$ cat config.mk
export PLATFORM = sky130hd
export DESIGN_NAME = adder_share_arbiter
export DESIGN_NICKNAME = d
export VERILOG_FILES = /design/src/rtl/adder_share_arbiter.sv
export SDC_FILE = /design/constraint.sdc
export NUM_CORES = 1
export LEC_CHECK = 0
export ABC_AREA = 1
export ABC_CLOCK_PERIOD_IN_PS = 7000
export CORE_UTILIZATION = 30
export CTS_CLUSTER_SIZE = 24
export DETAILED_ROUTE_END_ITERATION = 10
export DONT_BUFFER_PORTS = 1
export GPL_TIMING_DRIVEN = 1
export PLACE_DENSITY_LB_ADDON = 0.12
export RECOVER_POWER = 25
export SLEW_MARGIN = 10
export SYNTH_ARGS = -nofsm -noshare
export SYNTH_HDL_FRONTEND = slang
export SYNTH_SLANG_ARGS = --single-unit
export TNS_END_PERCENT = 10
$ cat constraint.sdc
create_clock -name clk -period 7 [get_ports clk]
set_input_delay 2.1 -clock clk [delete_from_list [all_inputs] [get_ports clk]]
set_output_delay 2.1 -clock clk [all_outputs]
set_load 0.005 [all_outputs]
$ cat src/rtl/adder_share_arbiter.sv
// Round-robin time-share of one external combinational 8-bit adder among NREQ requesters.
// Each transaction takes three cycles: grant (IDLE), adder settle (ISSUE) and response hold (HOLD).
module adder_share_arbiter #(
  parameter int NREQ = 4,
  parameter int IDW  = $clog2(NREQ)
) (
  input  logic              clk,
  input  logic              rst,
  input  logic [NREQ-1:0]   req_valid,
  input  logic [8*NREQ-1:0] req_a,
  input  logic [8*NREQ-1:0] req_b,
  output logic [NREQ-1:0]   req_ready,
  output logic [7:0]        add_x1,
  output logic [7:0]        add_x2,
  input  logic [7:0]        add_s,
  output logic              rsp_valid,
  input  logic              rsp_ready,
  output logic [IDW-1:0]    rsp_id,
  output logic [7:0]        rsp_sum,
  output logic [15:0]       done_cnt
);

  typedef enum logic [1:0] {IDLE, ISSUE, HOLD} state_t;

  state_t         state, state_nxt;
  logic [IDW-1:0] rr_ptr;
  logic [IDW-1:0] winner;
  logic [IDW-1:0] rr_nxt;
  logic [IDW-1:0] idx_w;
  logic           found;
  int             idx;

  // Search upward from rr_ptr, wrapping modulo NREQ; first set bit wins.
  always_comb begin
    found  = 1'b0;
    winner = '0;
    idx    = 0;
    idx_w  = '0;
    for (int k = 0; k < NREQ; k++) begin
      idx   = (int'(rr_ptr) + k) % NREQ;
      idx_w = IDW'(idx);
      if (!found && req_valid[idx_w]) begin
        found  = 1'b1;
        winner = idx_w;
      end
    end
  end

  assign rr_nxt    = (winner == IDW'(NREQ - 1)) ? '0 : winner + 1'b1;
  assign req_ready = (state == IDLE && found) ? (NREQ'(1) << winner) : '0;

  always_ff @(posedge clk) begin
    if (rst) state <= IDLE;
    else     state <= state_nxt;
  end

  always_comb begin
    state_nxt = state;
    case (state)
      IDLE:    if (found) state_nxt = ISSUE;
      ISSUE:   state_nxt = HOLD;
      HOLD:    if (rsp_ready) state_nxt = IDLE;
      default: state_nxt = IDLE;
    endcase
  end

  // Grant edge loads operands; ISSUE edge captures the adder; HOLD edge retires.
  always_ff @(posedge clk) begin
    if (rst) begin
      rr_ptr    <= '0;
      add_x1    <= '0;
      add_x2    <= '0;
      rsp_valid <= 1'b0;
      rsp_id    <= '0;
      rsp_sum   <= '0;
      done_cnt  <= '0;
    end else begin
      case (state)
        IDLE: begin
          if (found) begin
            add_x1 <= req_a[8*winner +: 8];
            add_x2 <= req_b[8*winner +: 8];
            rsp_id <= winner;
            rr_ptr <= rr_nxt;
          end
        end
        ISSUE: begin
          rsp_sum   <= add_s;
          rsp_valid <= 1'b1;
        end
        HOLD: begin
          if (rsp_ready) begin
            rsp_valid <= 1'b0;
            done_cnt  <= done_cnt + 16'd1;
          end
        end
        default: ;
      endcase
    end
  end

endmodule

* After elaboration in Yosys (flattened, before gate mapping)
Cells that the tools add are included.
** Storage, ports and cells
- Register bits :: 47
- Input port bits :: 79
- Output and inout port bits :: 47
- Logic and storage cells :: 61
** Cells by class
- Add/sub/neg operators :: 5
- Magnitude comparators :: 4
- Eq/ne operators :: 5
- Shift-type cells :: 3
- Muxes and demuxes :: 23
- Reduce and logical (&&, ||, !) cells :: 13
** Operators with widths (count)
- $shiftx 32x6->8 :: 2
- $add 16x1->16 const B :: 1
- $mux 2 :: 7
- $lt 2x3->1 const B :: 4
- $mux 1 :: 9
- $bmux 1 s2 :: 4
- $reduce_and 2->1 :: 4
- $pmux 2 s3 :: 1
- $add 2x1->2 const B :: 2
- $add 2x2->2 const B :: 2
- $eq 2x2->1 const B :: 2
- $logic_and 1x1->1 :: 4
- $mux 4 :: 1
- $ne 2x2->1 const B :: 2
- $shl 1x2->4 const A :: 1
- $logic_not 1->1 :: 3
- $eq 2x1->1 const B :: 1
- $logic_not 2->1 :: 1
- $pmux 1 s2 :: 1
- $reduce_bool 2->1 :: 1

* Logic depth before layout (Yosys ltp)
Gate-level depths: netlist of run 1.
- Depth after elaboration :: 14
- Mapped depth :: 15
- Depth with buffers taken out :: 14

* Worst setup path before layout of run 1
Ideal clock, no wire load.
- Kind :: input to output
- From :: in req_valid[2]
- To :: out req_ready[3]
- Data arrival time :: 3.267 ns
- Data required time :: 4.900 ns
- Path slack :: 1.633 ns
- Stages on the path :: 13
- Buffers on the path :: 1
- Path through :: inv_1 nand2_1 nand3_2 nand2_2 nor2_4 nand3_1 nand2_1 nor2_4 inv_4 buf_6 ha_1 inv_1 nor2_1
** On the way
- Longest elaborated chain between the ends :: 14
** RTL lines
- start, declared :: RTL line 9 : input logic [NREQ-1:0] req_valid,
- $bmux 1 s2 :: RTL line 42 : if (!found && req_valid[idx_w]) begin
- $mux 1 (implied by the code) :: RTL line 42
- $mux 1 :: RTL line 42
- $logic_not 1->1 :: RTL line 42
- $logic_and 1x1->1 :: RTL line 42
- $mux 1 :: RTL line 42
- $logic_not 1->1 :: RTL line 42
- $logic_and 1x1->1 :: RTL line 42
- $mux 1 :: RTL line 42
- $logic_not 1->1 :: RTL line 42
- $logic_and 1x1->1 :: RTL line 42
- $mux 2 / $mux 1 (equally long branches) :: RTL line 42
- $shl 1x2->4 / $logic_and 1x1->1 (equally long branches) :: RTL line 50 : assign req_ready = (state == IDLE && found) ? (NREQ'(1) << winner) : '0;
- $mux 4 (*) :: RTL line 50
- end, declared :: RTL line 12 : output logic [NREQ-1:0] req_ready,
Every way passes the cells marked *; elsewhere a longest branch is shown, timed or not. The select of a mux whose other input is x is not followed.

* Worst setup path after layout of run 1
- From :: in req_valid[1]
- To :: out req_ready[0]
Same word-level chain as after synthesis.

==> results of run 1 <==
## cell usage in the layout, fill, tap and decap left out, types with 3 or more instances in the layout
| cell type | n |
|---|---|
| inv_1 | 103 |
| nand2_1 | 96 |
| nand3_1 | 92 |
| nor2_1 | 62 |
| dfxtp_1 | 47 |
| a21oi_1 | 17 |
| o21ai_0 | 15 |
| nor2_2 | 13 |
| nand2_2 | 10 |
| nand4_1 | 6 |
| clkbuf_8 | 6 |
| nor3_1 | 4 |
| o21ai_1 | 3 |
| xor2_1 | 3 |
## path summary, 6_finish.rpt
check / from / end / slack [ns]
setup reg to reg: rr_ptr[0]$_SDFFE_PP0P_ / rr_ptr[1]$_SDFFE_PP0P_ / 4.29
hold reg to reg: done_cnt[15]$_SDFFE_PP0P_ / done_cnt[15]$_SDFFE_PP0P_ / 0.51
hold / removal: done_cnt[15]$_SDFFE_PP0P_ / done_cnt[15]$_SDFFE_PP0P_ / 0.51
setup / recovery: req_valid[1] / req_ready[0] / 1.07
## synthesized netlist by cell type, drive strengths merged
| cell | count |
|---|---|
| o21ai | 18 |
| nor3b | 1 |
| or2 | 1 |
| ha | 2 |
| a21oi | 17 |
| nand3 | 94 |
| xor2 | 3 |
| nand4 | 6 |
| dfxtp | 47 |
| buf | 17 |
| nand2 | 107 |
| o21a | 1 |
| nand3b | 1 |
| nor2 | 77 |
| inv | 107 |
| nor3 | 4 |
| clkbuf | 3 |
| clkinv | 1 |
## report_power, final
group	internal, mW	leakage [nW]	switching (mW)	total, mW
sequential	0.335	0.386	0.0625	0.397
clock	0.118	0.0618	0.0972	0.215
combinational	0.242	1.25	0.540	0.782
total	0.694	1.70	0.700	1.39
## sequential cells by signal, indices dropped and copies added (netlist names)
signal,cells
add_x1,8
add_x2,8
done_cnt,16
rr_ptr,2
rsp_id,2
rsp_sum,8
rsp_valid,1
state,2
## area by class of cell
type	instances	share of cell area
sequential	47	0.291
tap	133	0.0515
inverter	108	0.128
clock buffer	6	0.0256
multi-input combinational	332	0.487
clock inverter	2	0.0120
timing repair buffer	2	0.00465
## per-layer routing
metal,vias to the layer above,global-route usage,routed length (um)
li1,1528,-,-
met1,1304,0.225,4060
met2,76,0.247,3780
met3,4,0.0417,564
met4,0,0.0390,70
met5,-,0,0
## through the flow
| step | area, um2 | setup slack [ns] | cells |
|---|---|---|---|
| 3_3_place_gp | 3120 | 1.16 | 622 |
| 4_1_cts | 3240 | 1.09 | 630 |
| 5_1_grt | 3230 | 0.822 | 630 |
| 2_1_floorplan | 3090 | 1.63 | 507 |
| 6_report | 3230 | 1.07 | 630 |
| 3_5_place_dp | 3120 | 1.09 | 622 |
## cell families after synthesis
| group | synth area share |
|---|---|
| buffers and inverters | 0.183 |
| AO/OA/AOI/OAI | 0.0592 |
| XOR/XNOR | 0.00852 |
| flip-flops | 0.305 |
| AND/OR/NAND/NOR | 0.436 |
| adder cells (fa/ha/maj) | 0.00811 |
==> metrics.md, run 1 <==
| Metric | Value |
|---|---|
| Worst EP required | `~5 ns` |
| Max IR drop VDD | `~0.00025 V` |
| Total Wirelength | `8480 um` |
| Fin crit share | `0.847` |
| Cell Rows | `36` |
| Share of cells above drive strength 1 | `0.0865` |
| Crit path DAT | `3.83 ns` |
| H-tree levels | `2` |
| Final core occ | `0.328` |
| Hold depth | `1` |
| Root Driver | `clkbuf_8` |
| DR DRC count | `0` |
| CP Class | `in2out` |
| Run status | `finished clean` |
| Final Net Count | `577` |
| Netlist cell types | `31` |
| Die X | `103 um` |
| GP Congestion | `between 0.8 and 0.9` |
| Reg2Reg Depth | `12` |
| Top cells by area, synth | `dfxtp_1 (30%), nand3_1 (15%), inv_1 (13%)` |
| Worst Max-Slew Pin Slew | `around 0.64 ns` |
| Area Growth Syn to Fin | `4.74%` |
| 1st-pass router iterations | `4` |
| Die height | `103 um` |
| Wire per inst | `between 10 and 15 um` |
| Min cycle time layout | `5.93 ns` |
| Worst path slowest cell | `nand2_2` |
| Most common cell type on the critical path | `inv_1` |
| Crit path cell chain | `inv_1 > nand2_2 > nand3_1 > nand2_1 > a21oi_1 > nand2_1 > nand2_2 > inv_1 > nor2_1 > inv_1 > nor2_1` |
| Vias per std cell | `4.62` |
| Share of Yosys cell area claimed by the top area cell type | `0.305` |
| Maxcap violations | `0` |
| CTS resizes | `0` |
| Worst Path Buf+Inv | `3` |
| Ant. Diodes | `0` |
| Crit path max fanout | `34` |
| Critical path depth in cells | `11` |
| Total gr overflow | `0` |
| Clock buffer depth | `2` |
| Total power | `1.39 mW` |
| Cts hold-fix bufs | `0` |
| Netlist Area Pre-Place | `3090 um2` |
| Multi-input gate area | `around 1600 um2` |
| Area leader, netlist | `dfxtp_1` |
| Hold Slack | `0.512 ns` |
| Final setup viols | `0` |
| Yosys synthesis warning count | `0` |
| Port Buf Inserts | `0` |
| Io pins | `126` |
| Slowest cell delay on critical path | `0.51 ns` |
| Pwr dens | `431 nW/um2` |
| Number of fill cells | `1114` |
| Antenna viol nets, final | `0` |
| RSZ-0062 raised after global routing | `false` |
| Dpl hpwl | `6130 um` |
| Hold Crit Class | `reg2reg` |
| Seq/Total Area, Yosys | `0.305` |
| Register area | `941 um2` |
| CTS tree | `built` |
| Family with the most delay on the worst path | `simple AND/OR/NAND/NOR gates` |
| TritonCTS buffer count | `5` |
| CTS sink cnt | `47` |
| 1st-iter DRT viols | `130` |
| Mapped Nets | `588` |
| Clk_lat worst skew | `0.30 ns` |
| Cells after synthesis | `507` |
| Fmax | `~170 MHz` |
| Seq cells post-synth | `between 40 and 50` |
| Initial core utilization | `0.313` |
| Overall global routing resource usage | `0.161` |
| Antenna violations before repair | `0` |
| Syn_area_per_cell | `6.09 um2` |
| Via Count | `2912` |
| Setup TNS | `0 ns` |
| Final Hold Fails | `0` |
| Clock skew | `roughly 0.0082 ns` |
| Vias in the first global route | `2622` |
| Clk slew on worst S/H paths | `0.09 ns` |
| Worst setup EP type | `output pin` |
| Core Box Area | `9860 um2` |
| P_leak | `around 1.7 nW` |
| Worst setup SP type | `input port` |
| Slew HR | `0.573` |
| Largest net degree at the start of global routing | `36` |
| Max-slew violations | `0` |
| First-pass GRT wire length | `approximately 13000 um` |
| Die area | `10700 um2` |
| Post-CTS Setup Bufs | `0` |
(Power assumes the default switching activity.)
==> inputs of run 2 (changes only) <==
ABC_CLOCK_PERIOD_IN_PS = 5550   (was 7000)
clock period = 5.55 ns   (was 7 ns; I/O delays follow)
==> metrics.md, run 2 (synthesized netlist as in run 1, its figures left out) <==
| Metric | Value |
|---|---|
| TritonCTS buffer count | `5 (unchanged)` |
| Wire per inst | `13.3 um (-1.4%)` |
| Max reg flops | `16 (unchanged)` |
| Crit path cell chain | `inv_1 > nand2_2 > nand3_2 > nand2_2 > nor2_4 > nand2_2 > nor2_2 > nor2_4 > inv_4 > ha_1 > inv_1 > nor2_1` |
| P_leak | `1.69 nW (-0.51%)` |
| Via Count | `2972 (+2.1%)` |
| Setup TNS | `0 ns (unchanged)` |
| Clk slew on worst S/H paths | `0.09 ns (about the same)` |
| Critical path origin | `req_valid[3]` |
| Worst path slowest cell | `inv_4` |
| Reg with most FFs | `done_cnt` |
| Reg2Reg Depth | `14 (+2)` |
| Initial core utilization | `0.313 (unchanged)` |
| Antenna viol nets, final | `0 (unchanged)` |
| Pwr dens | `529 nW/um2 (+23%)` |
| Min cycle time layout | `4.61 ns` |
| Setup ws final | `0.936 ns (-0.132 ns)` |
| Worst Path Buf+Inv | `3 (unchanged)` |
| Number of fill cells | `1120 (+0.54%)` |
| Core Box Area | `9860 um2 (unchanged)` |
| Run status | `finished clean` |
| Crit path max fanout | `19 (-44%)` |
| Maxcap violations | `0 (unchanged)` |
| Die height | `103 um (unchanged)` |
| DR DRC count | `0 (unchanged)` |
| Share of cells above drive strength 1 | `0.0884 (+0.00183)` |
| Post-CTS Setup Bufs | `0 (unchanged)` |
| Max-slew violations | `0 (unchanged)` |
| Worst Max-Slew Pin Slew | `0.604 ns (-0.0344 ns)` |
| Slowest cell delay on critical path | `0.18 ns (-0.33 ns)` |
| Total gr overflow | `0 (unchanged)` |
| Crit path DAT | `2.95 ns (-0.88 ns)` |
| Die area | `10700 um2 (unchanged)` |
| Worst EP required | `3.88 ns (-1.02 ns)` |
| Worst setup EP type | `output pin` |
| Commonest non-fill, non-tap cells in the layout | `inv_1 (103), nand2_1 (96), nand3_1 (92), nor2_1 (62), dfxtp_1 (47)` |
| Area Growth Syn to Fin | `3.97%` |
| CP Class | `in2out` |
| Fmax | `217 MHz` |
| CTS sink cnt | `47 (unchanged)` |
| Ant. Diodes | `0 (unchanged)` |
| Commonest non-fill, non-tap cell in the layout | `inv_1` |
| Post-Place Worst Slack | `0.919 ns (-0.174 ns)` |
| Non-filler cells, final | `631 (+0.16%)` |
| Max IR drop VDD | `0.000243 V (-2.5%)` |
| Antenna violations before repair | `0 (unchanged)` |
| Fin crit share | `0.831` |
| Final core occ | `0.325 (-0.00241)` |
| RSZ-0062 raised after global routing | `false` |
| Root Driver | `clkbuf_8` |
| Worst r2r src | `rr_ptr[0]$_SDFFE_PP0P_` |
| Cell Rows | `36 (unchanged)` |
| CTS tree | `built` |
| Family with the most delay on the worst path | `simple AND/OR/NAND/NOR gates` |
| Largest net degree at the start of global routing | `36 (unchanged)` |
| Cts hold-fix bufs | `0 (unchanged)` |
| Overall global routing resource usage | `0.161 (-0.000524)` |
| Clk_lat worst skew | `0.30 ns (about the same)` |
| Dpl hpwl | `6030 um (-1.7%)` |
| 1st-iter DRT viols | `145 (+12%)` |
| Port Buf Inserts | `0 (unchanged)` |
| Critical path depth in cells | `12 (+1)` |
| Hold Slack | `0.492 ns (-0.0205 ns)` |
| Most common cell type on the critical path | `nand2_2` |
| 1st-pass router iterations | `4 (unchanged)` |
| Final Net Count | `579 (+0.35%)` |
| Clock buffer depth | `2 (unchanged)` |
| GP Congestion | `0.792 (-7.2%)` |
| Final setup viols | `0 (unchanged)` |
| H-tree levels | `2 (unchanged)` |
| Die X | `103 um (unchanged)` |
| RR Endpoint | `add_x2[7]$_SDFFE_PP0P_` |
| Hold path startpoint | `done_cnt[15]$_SDFFE_PP0P_` |
| Clock skew | `0.00772 ns (-0.000436 ns)` |
| Worst setup SP type | `input port` |
| Slew HR | `0.596 (+0.0229)` |
| Total Wirelength | `8370 um (-1.2%)` |
| CTS resizes | `0 (unchanged)` |
| DP Cell Count | `624 (+0.32%)` |
| Hold Crit Class | `reg2reg` |
| Vias in the first global route | `2684 (+2.4%)` |
| Io pins | `126 (unchanged)` |
| First-pass GRT wire length | `13200 um (+0.52%)` |
| CP endpoint | `req_ready[3]` |
| Vias per std cell | `4.71 (+1.9%)` |
| Final Hold Fails | `0 (unchanged)` |
| Flop2flop setup slack | `3.23 ns (-1.06 ns)` |
[run 2: how the worst min path moves through the flow]
stage | to | slack [ns] | cells past startpoint
after global placement | done_cnt[15]$_SDFFE_PP0P_ | 0.48 | 1
after detailed placement | done_cnt[15]$_SDFFE_PP0P_ | 0.49 | 1
after CTS | done_cnt[15]$_SDFFE_PP0P_ | 0.50 | 1
after floorplan | done_cnt[15]$_SDFFE_PP0P_ | 0.45 | 1
after global routing | rsp_valid$_SDFFE_PP0P_ | 0.52 | 2
final | done_cnt[15]$_SDFFE_PP0P_ | 0.49 | 1
[run 2: routing by layer]
metal / global-route usage / up-vias / wire length (um) / share of wire
li1: - / 1540 / - / -
met1: 0.221 / 1343 / 3930 / 0.47
met2: 0.251 / 87 / 3800 / 0.45
met3: 0.0470 / 2 / 599 / 0.072
met4: 0.0293 / 0 / 37 / 0.0044
met5: 0 / - / 0 / 0
[run 2: final cells by class]
cell class / instances / area (um2) / area share
Clock buffer: 5 / 68.8 / 0.0215
Clock inverter: 2 / 13.8 / 0.00429
Inverter: 108 / 413 / 0.129
Multi-Input combinational cell: 332 / 1580 / 0.491
Sequential cell: 47 / 941 / 0.293
Tap cell: 133 / 166 / 0.0519
Timing Repair Buffer: 4 / 30.0 / 0.00936
[run 2: power by group]
part | leakage (nW) | switching [mW] | internal (mW)
Combinational | 1.26 | 0.671 | 0.318
Clock | 0.0440 | 0.120 | 0.0865
Sequential | 0.386 | 0.0786 | 0.422
[run 2: stage by stage]
stage          power (mW)  area (um2)
6_report             1.70        3210
5_1_grt              1.89        3210
4_1_cts              1.73        3210
3_5_place_dp         1.51        3130
3_3_place_gp         1.50        3130
2_1_floorplan        1.35        3090
==> inputs of run 3 (changes only) <==
ABC_CLOCK_PERIOD_IN_PS = 4000   (was 5550)
clock period = 4 ns   (was 5.55 ns; I/O delays follow)
==> metrics.md, run 3 (synthesized netlist as in run 1, its figures left out) <==
| Metric | Value |
|---|---|
| Run status | `finished clean` |
| Overall global routing resource usage | `0.165 (+0.00446)` |
| CTS resizes | `0 (unchanged)` |
| Top Metal Used | `met4` |
| Post-route cell area | `3260 um2 (+1.7%)` |
| Metal1 wirelength | `3900 um (-0.94%)` |
| Worst EP required | `2.80 ns (-1.08 ns)` |
| CTS sink cnt | `47 (unchanged)` |
| Reg with most FFs | `done_cnt` |
| Non-filler cells, final | `634 (+0.48%)` |
| RR Endpoint | `add_x2[7]$_SDFFE_PP0P_` |
| Vias in the first global route | `2682 (-0.075%)` |
| GP Congestion | `0.847 (+7.0%)` |
| DR DRC count | `0 (unchanged)` |
| Die X | `103 um (unchanged)` |
| TritonCTS buffer count | `5 (unchanged)` |
| Root Driver | `clkbuf_8` |
| Port Buf Inserts | `0 (unchanged)` |
| WL met3 | `676 um (+13%)` |
| P_leak | `1.72 nW (+1.7%)` |
| Total Wirelength | `8390 um (+0.18%)` |
| Total gr overflow | `0 (unchanged)` |
| Setup TNS | `0 ns (unchanged)` |
| Max reg flops | `16 (unchanged)` |
| Worst r2r src | `rr_ptr[0]$_SDFFE_PP0P_` |
| 1st-iter DRT viols | `138 (-4.8%)` |
| Cts hold-fix bufs | `0 (unchanged)` |
| Antenna viol nets, final | `0 (unchanged)` |
| Number of fill cells | `1133 (+1.2%)` |
| First-pass GRT wire length | `13400 um (+1.2%)` |
| Final Hold Fails | `0 (unchanged)` |
| 1st-pass router iterations | `4 (unchanged)` |
| RSZ-0062 raised after global routing | `false` |
| Hold Crit Class | `reg2reg` |
| Worst Max-Slew Pin Slew | `0.621 ns (+0.0161 ns)` |
| CP Class | `in2out` |
| Final setup viols | `0 (unchanged)` |
| Flop2flop setup slack | `1.72 ns (-1.51 ns)` |
| Min cycle time layout | `3.61 ns` |
| Worst setup EP type | `output pin` |
| Post-CTS Setup Bufs | `0 (unchanged)` |
| H-tree levels | `2 (unchanged)` |
| Crit path max fanout | `4 (-15)` |
| CP endpoint | `req_ready[1]` |
| Max IR drop VDD | `0.000452 V (+86%)` |
| Reg2Reg Depth | `14 (unchanged)` |
| Fmax | `277 MHz` |
| Clock skew | `0.00451 ns (-0.00320 ns)` |
| Die height | `103 um (unchanged)` |
| Multi-input gate area | `1580 um2 (unchanged)` |
| Commonest non-fill, non-tap cell in the layout | `inv_1` |
| Total power | `2.48 mW (+46%)` |
| Io pins | `126 (unchanged)` |
| Placed cell area | `3150 um2 (+0.48%)` |
| Core Box Area | `9860 um2 (unchanged)` |
| Die area | `10700 um2 (unchanged)` |
| CTS tree | `built` |
| DP Cell Count | `626 (+0.32%)` |
| Max-slew violations | `0 (unchanged)` |
| Maxcap violations | `0 (unchanged)` |
| Wire per inst | `13.2 um (-0.29%)` |
| Cell Rows | `36 (unchanged)` |
| Area Growth Syn to Fin | `5.72%` |
| Share of cells above drive strength 1 | `0.0938 (+0.00546)` |
| Final core occ | `0.331 (+0.00545)` |
| Via Count | `2915 (-1.9%)` |
| Worst setup SP type | `input port` |
| Crit path DAT | `2.41 ns (-0.54 ns)` |
| Register area | `941 um2 (unchanged)` |
| Initial core utilization | `0.313 (unchanged)` |
| Ant. Diodes | `0 (unchanged)` |
| Antenna violations before repair | `0 (unchanged)` |
| Commonest non-fill, non-tap cells in the layout | `inv_1 (103), nand2_1 (96), nand3_1 (92), nor2_1 (62), dfxtp_1 (47)` |
| Critical path origin | `req_valid[0]` |
| Pwr dens | `760 nW/um2 (+44%)` |
| Clk_lat worst skew | `0.31 ns (about the same)` |
| Vias per std cell | `4.60 (-2.4%)` |
| Clock buffer depth | `2 (unchanged)` |
| Dpl hpwl | `6140 um (+1.9%)` |
| Final Net Count | `581 (+0.35%)` |
| Slew HR | `0.586 (-0.00973)` |
| Largest net degree at the start of global routing | `36 (unchanged)` |
| Clk slew on worst S/H paths | `0.10 ns (about the same)` |
| Met2 WL post-DR | `3700 um (-2.8%)` |
| Fin crit share | `0.901` |
run 3: cell types whose count changed in the layout (fill, tap and decap cells not counted), sizes merged:
cell,delta
clkinv,-2
inv,+1
buf,+2
clkbuf,+1
bufinv,+1
run 3: where the power goes:
part / switching (mW) / internal, mW
sequential: 0.109 / 0.586
clock: 0.181 / 0.206
combinational: 0.938 / 0.461
total: 1.23 / 1.25
run 3: cell type report:
cell class                      count  share of cell area
Sequential cell                    47               0.288
Inverter                          108               0.127
Clock buffer                        6              0.0253
Multi-Input combinational cell    332               0.483
Timing Repair Buffer                6              0.0138
Tap cell                          133              0.0510
Clock inverter                      2              0.0119
run 3: how the worst min path moves through the flow:
stage,slack (ns),depth (start not counted),start,to
final,0.50,2,rsp_valid$_SDFFE_PP0P_,rsp_valid$_SDFFE_PP0P_
after global routing,0.53,2,rsp_valid$_SDFFE_PP0P_,rsp_valid$_SDFFE_PP0P_
after detailed placement,0.49,2,rsp_valid$_SDFFE_PP0P_,rsp_valid$_SDFFE_PP0P_
after floorplan,0.45,1,done_cnt[15]$_SDFFE_PP0P_,done_cnt[15]$_SDFFE_PP0P_
after CTS,0.50,2,rsp_valid$_SDFFE_PP0P_,rsp_valid$_SDFFE_PP0P_
after global placement,0.49,1,done_cnt[15]$_SDFFE_PP0P_,done_cnt[15]$_SDFFE_PP0P_
run 3: metal layers:
metal	global-route usage	vias up
met5	0	-
met4	0.0520	0
met3	0.0444	9
met2	0.251	95
met1	0.227	1273
li1	-	1538
run 3: per-stage QoR:
step                      hold WS, ns  setup slack, ns
final                           0.495            0.394
after global routing            0.529            0.195
after CTS                       0.504            0.394
after detailed placement        0.489            0.401
after global placement          0.485            0.408
after floorplan                 0.450            0.433
run 3: critical path, cell delays in order:
cell	delay, ns
inv_1	0.03
nand2_1	0.09
nand3_1	0.07
nand2_1	0.12
inv_1	0.07
nand2_2	0.08
nor2_2	0.05
nor2_4	0.17
inv_4	0.07
nor3_1	0.27
buf_4	0.18
